`src/rtl/rx_block_assembler.sv`:
```
// Packs a valid/ready byte stream into fixed-size blocks through a ping-pong buffer pair.
// Partial blocks are closed by an explicit flush or after an idle timeout.
module rx_block_assembler #(
    parameter int unsigned BLOCK_BYTES  = 64,
    parameter int unsigned IDLE_TIMEOUT = 2700000,
    parameter int unsigned LEN_W        = $clog2(BLOCK_BYTES + 1)
) (
    input  logic                     clk,
    input  logic                     rst,
    input  logic [7:0]               in_data,
    input  logic                     in_valid,
    output logic                     in_ready,
    input  logic                     flush,
    output logic [8*BLOCK_BYTES-1:0] blk_data,
    output logic [LEN_W-1:0]         blk_len,
    output logic                     blk_partial,
    output logic                     blk_valid,
    input  logic                     blk_ready,
    output logic                     overrun
);

    localparam int unsigned DW       = 8 * BLOCK_BYTES;
    localparam int unsigned TMR_W    = (IDLE_TIMEOUT > 1) ? $clog2(IDLE_TIMEOUT + 1) : 1;
    localparam bit          TMO_EN   = (IDLE_TIMEOUT != 0);
    localparam logic [TMR_W-1:0] TMR_MAX  = TMR_W'(IDLE_TIMEOUT);
    localparam logic [TMR_W-1:0] TMR_LAST = TMO_EN ? TMR_W'(IDLE_TIMEOUT - 1) : '0;
    localparam logic [LEN_W-1:0] FULL_LEN = LEN_W'(BLOCK_BYTES);

    typedef enum logic [1:0] {
        StEmpty,
        StFilling,
        StFull
    } buf_state_e;

    buf_state_e       r_state [2];
    logic [DW-1:0]    r_buf   [2];
    logic [LEN_W-1:0] r_len   [2];
    logic             r_part  [2];
    logic             r_fill_ptr;
    logic             r_out_ptr;
    logic [LEN_W-1:0] r_count;
    logic [TMR_W-1:0] r_timer;
    logic             r_overrun;

    logic             w_accept;
    logic             w_hs;
    logic [LEN_W-1:0] w_count_inc;
    logic             w_full_close;
    logic             w_flush_close;
    logic             w_tmo_run;
    logic             w_tmo_close;
    logic             w_close;
    logic [LEN_W-1:0] w_close_len;
    logic [DW-1:0]    w_wr_mask;
    logic [DW-1:0]    w_wr_data;

    assign in_ready      = (r_state[r_fill_ptr] != StFull);
    assign w_accept      = in_valid && in_ready;
    assign blk_valid     = (r_state[r_out_ptr] == StFull);
    assign w_hs          = blk_valid && blk_ready;
    assign w_count_inc   = r_count + 1'b1;
    assign w_full_close  = w_accept && (w_count_inc == FULL_LEN);
    assign w_flush_close = flush && (w_accept || (r_count != '0));
    // An accepted byte always wins over an expiring timer.
    assign w_tmo_run     = TMO_EN && !w_accept && (r_count != '0);
    assign w_tmo_close   = w_tmo_run && (r_timer == TMR_LAST);
    assign w_close       = w_full_close || w_flush_close || w_tmo_close;
    assign w_close_len   = w_accept ? w_count_inc : r_count;

    assign blk_data    = blk_valid ? r_buf[r_out_ptr] : '0;
    assign blk_len     = blk_valid ? r_len[r_out_ptr] : '0;
    assign blk_partial = blk_valid && r_part[r_out_ptr];
    assign overrun     = r_overrun;

    // Byte k lands at the k-th byte lane counted from the MSB end.
    always_comb begin
        w_wr_mask = '0;
        w_wr_data = '0;
        for (int k = 0; k < int'(BLOCK_BYTES); k++) begin
            if (r_count == LEN_W'(k)) begin
                w_wr_mask[8*(int'(BLOCK_BYTES)-k)-1 -: 8] = 8'hFF;
                w_wr_data[8*(int'(BLOCK_BYTES)-k)-1 -: 8] = in_data;
            end
        end
    end

    always_ff @(posedge clk) begin
        if (rst) begin
            for (int b = 0; b < 2; b++) begin
                r_state[b] <= StEmpty;
                r_buf[b]   <= '0;
                r_len[b]   <= '0;
                r_part[b]  <= 1'b0;
            end
            r_fill_ptr <= 1'b0;
            r_out_ptr  <= 1'b0;
            r_count    <= '0;
            r_timer    <= '0;
            r_overrun  <= 1'b0;
        end else begin
            if (in_valid && !in_ready) begin
                r_overrun <= 1'b1;
            end

            // The consumed buffer is never the fill target in the same cycle: a FULL fill
            // buffer blocks both accept and close.
            for (int b = 0; b < 2; b++) begin
                if (w_hs && (r_out_ptr == 1'(b))) begin
                    r_state[b] <= StEmpty;
                    r_buf[b]   <= '0;
                    r_len[b]   <= '0;
                    r_part[b]  <= 1'b0;
                end else if (r_fill_ptr == 1'(b)) begin
                    if (w_accept) begin
                        r_buf[b]   <= (r_buf[b] & ~w_wr_mask) | w_wr_data;
                        r_state[b] <= StFilling;
                    end
                    if (w_close) begin
                        r_state[b] <= StFull;
                        r_len[b]   <= w_close_len;
                        r_part[b]  <= (w_close_len != FULL_LEN);
                    end
                end
            end

            if (w_hs) begin
                r_out_ptr <= ~r_out_ptr;
            end

            if (w_close) begin
                r_fill_ptr <= ~r_fill_ptr;
                r_count    <= '0;
            end else if (w_accept) begin
                r_count <= w_count_inc;
            end

            if (w_accept || w_close) begin
                r_timer <= '0;
            end else if (w_tmo_run && (r_timer != TMR_MAX)) begin
                r_timer <= r_timer + 1'b1;
            end
        end
    end

endmodule

```
`config.mk`:
```
export PLATFORM = sky130hd
export DESIGN_NAME = rx_block_assembler
export DESIGN_NICKNAME = d
export VERILOG_FILES = /design/src/rtl/rx_block_assembler.sv
export SDC_FILE = /design/constraint.sdc
export NUM_CORES = 2
export LEC_CHECK = 0
export ABC_AREA = 1
export CORE_MARGIN = 2
export CORE_UTILIZATION = 54
export DETAILED_ROUTE_END_ITERATION = 7
export GPL_ROUTABILITY_DRIVEN = 1
export PLACE_DENSITY = 0.76
export SLEW_MARGIN = 10
export SYNTH_ARGS = -nofsm -noshare
export SYNTH_HDL_FRONTEND = slang
export SYNTH_SLANG_ARGS = --single-unit
```
`constraint.sdc`:
```
create_clock -name clk -period 19.2 [get_ports clk]
set_clock_uncertainty 0.15 [all_clocks]
set_input_delay 2.88 -clock clk [delete_from_list [all_inputs] [get_ports clk]]
set_output_delay 2.88 -clock clk [all_outputs]
set_load 0.01 [all_outputs]
```
==> flow_summary.yaml <==
floorplanning:
  start_util_pct: 54.3
  fp.coreArea_mm2: 0.102
  dieArea_mm2: 0.105
  io_pins: 536
  chipWidth_um: 324
  rows: 117
  dieHeight_um: 324
critical_path:
  max_stage_delay_ps: 920
  critPathMostFrequentCell: "buf_4"
  startpoint_type: "input pin"
  required_ps: 19390
  crit_arrival_ps: 8800
  cpLargestDelayFamily: "buffers and inverters"
  crit_buf_inv: 8
  crit_type: "input pin to flip-flop"
  cpMaxStageDelayCell: "buf_4"
  crit_chain: "clkdlybuf4s50_1 -> nand2_1 -> inv_1 -> ha_1 -> nor2_1 -> inv_1 -> nor3_4 -> buf_4 -> inv_8 -> nand2_4 -> buf_4 -> buf_4 -> buf_4"
  cp-end-kind: "flip-flop"
  path_max_fanout: 123
yosys:
  synthTopCellsByCount: "1838 x nand2_1, 1447 x a21oi_1, 1044 x edfxtp_1"
  synth_cell_type_count: 32
  synthCells: 6531
  netlist_area_mm2: 0.0552
  syn_nets: 6555
  async_reset_ff_share_pct: 0
  synth.top_cell.area_share_pct: 56.8
  seq_area_frac_synth_pct: 58.1
  yosysWarnings: 0
  synth-edff-count: 1044
  syn_avg_cell_area_um2: 8.45
  yosys_most_used_dff: "edfxtp_1"
  netlist.top_cell.by_area: "edfxtp_1"
  ys_ff_latch: 1078
  synth.most_common_cell: "nand2_1"
  synth.top_cells.by_area: "edfxtp_1 57%, a21oi_1 13%, nand2_1 13%"
detailed_routing:
  drt_iter0_drc: 6739
  wire_per_inst_um: 20.7
  drt_wl_total_mm: 171
  vias_per_cell: 5.79
  drtPass1Iterations: 6
  antenna_left: 0
  num_vias: 47800
  drcViolationCount: 0
grt:
  grt_max_degree: 208
  first_global_vias: 43900
  antenna_found_initial: 1
  grt_use_total_pct: 31.7
  grt_pass1_wl_mm: 257
  use_met3_pct: 6.09
  grt_util_met1_pct: 44.6
  met2_usage_pct: 48.6
  grt.overflow.total: 0
  gr-max-usage-layer: "met2"
cts:
  clock_latency_ps: 710
  post_cts_resized: 0
  clk_pin_slew_ps: 60
  clkSinkCount: 1078
  cts_hold_buf: 0
  cts_htree_levels: 3
  root_buffer: "clkbuf_16"
  numCtsBuffers: 113
  cts_setup_buffers: 0
  cts_tree: "yes"
  cts_buffer_depth: 3
power_and_ir_drop:
  sw_frac_of_total_pct: 33.6
  pwr-share-seq_pct: 43.5
  switchingPower_mw: 2.45
  p_leak_nw: 23.7
  p_int_mw: 4.85
  power_density_mw_per_mm2: 114
  ir_drop_uv: 73.2
  total_power_mw: 7.30
  p_clk_share_pct: 28.7
  pwr-share-comb_pct: 27.8
timing:
  setup_violations: 0
  rsz0062_at_grt: "false"
  fin_crit_sh_pct: 44.9
  fin_crit_ps: 8620
  tns_ps: 0
  slew_viol_final: 0
  max-slew-margin-rel_pct: 14.9
  hold_viol_final: 0
  clock.fmax_ghz: 0.116
  tightest_slew_ps: 1280
layout:
  drive_gt1_share_pct: 4.83
  fillCellCount: 8450
  final_net_count: 6822
  areaGrowthSynthToFinish_pct: 16.4
  n_antenna_cell: 0
outcome:
  status: "finished, final reports clean"
min_path:
  hold_path.class: "flip-flop to flip-flop"
placed_design:
  port_buffers: 535
  place.gp.congestion: 0.868
  dp_hpwl_mm: 99.0
flow_run:
  maxCapViolCount: 0
==> flip-flops by register name (all words and copies together) (netlist names), named ones only <==
name	flops
r_buf	1024
r_timer	22
r_len	14
r_count	7
r_state	4
r_part	2
overrun	1
r_fill_ptr	1
r_out_ptr	1
==> path summary, 6_finish.rpt <==
kind	start	end	slack (ps)	cells after the start
setup / recovery	blk_ready	r_buf[0][73]$_SDFFCE_PN0P_	10580	13
hold / removal	overrun$_SDFFE_PP0P_	overrun$_SDFFE_PP0P_	350	2
setup reg to reg	flip-flop	r_buf[0][73]$_SDFFCE_PN0P_	11930	15
hold reg to reg	overrun$_SDFFE_PP0P_	overrun$_SDFFE_PP0P_	350	2
==> layer usage <==
| layer | part of all wire [%] | routed length [µm] | vias up |
|---|---|---|---|
| met4 | 4.2 | 7220 | 0 |
| met2 | 46 | 78600 | 2566 |
| met5 | 0 | 0 | - |
| met3 | 11 | 18100 | 358 |
| li1 | - | - | 22100 |
| met1 | 39 | 66900 | 22800 |
==> kinds of logic (layout without fill, tap and decap cells) <==
group                      Yosys count  count (layout)  synth area share (%)
and+or+nand+nor                   2946            2946                  20.4
buffers and inverters              915            1281                  6.79
AOI/OAI and AO/OA                 1569            1569                  14.2
xor gates and xnor gates            12              12                 0.191
adders and majority gates           11              11                 0.250
DFF                               1078            1078                  58.1
==> per-stage QoR <==
stage                     area (µm²)  instances  util (%)  hold WS (ps)  setup slack (ps)
after floorplan                55200       6531         -           318              3060
after global placement         60700       8051      59.8           308              9820
after detailed placement       60700       8051      59.8           334              9820
after CTS                      64200       8265      63.2           348             10550
after global routing           64200       8265      63.2           364             10190
final                          64200       8265      63.2           346             10580
==> worst min-delay path, delay by kind of cell (launching register included) <==
family	cells	cell delay, ps
flops	1	330
simple gates	1	80
compound gates	1	40
==> power groups by stage <==
stage	sequential [mW]	combinational, mW	clock, mW
2_1_floorplan	3.33	1.12	0
3_3_place_gp	3.19	2.00	0
3_5_place_dp	3.21	2.01	0
4_1_cts	3.17	2.02	2.11
5_1_grt	3.21	2.19	2.20
6_report	3.17	2.03	2.10
==> cell usage in the layout, fill, tap and decap left out, drive strengths merged <==
| cell | netlist | layout |
|---|---|---|
| ha | 11 | 11 |
| buf | 185 | 67 |
| o21bai | 2 | 2 |
| inv | 465 | 478 |
| and2 | 1 | 1 |
| dfxtp | 34 | 34 |
| clkinvlp | 0 | 3 |
| nand4 | 2 | 2 |
| a21oi | 1447 | 1447 |
| clkdlybuf4s50 | 0 | 527 |
| a21boi | 1 | 1 |
| clkinv | 8 | 53 |
| o21ai | 119 | 119 |
| clkbuf | 257 | 150 |
| nor2 | 1067 | 1067 |
| edfxtp | 1044 | 1044 |
| xor2 | 8 | 8 |
| nand2 | 1842 | 1842 |
| bufinv | 0 | 3 |
| xnor2 | 4 | 4 |
| nor3 | 3 | 3 |
| nand3 | 31 | 31 |
==> cell type report <==
cell class,instances,area (µm²),share of cell area [%]
clock buffers,150,3050,4.75
clock inverters,64,405,0.631
inverters,473,1790,2.79
multi-input cells,4538,19400,30.3
flip-flops and latches,1078,32000,49.9
well taps,1368,1710,2.67
repair buffers,594,5780,9.01
No activity file was read; power rests on OpenSTA's default activity.
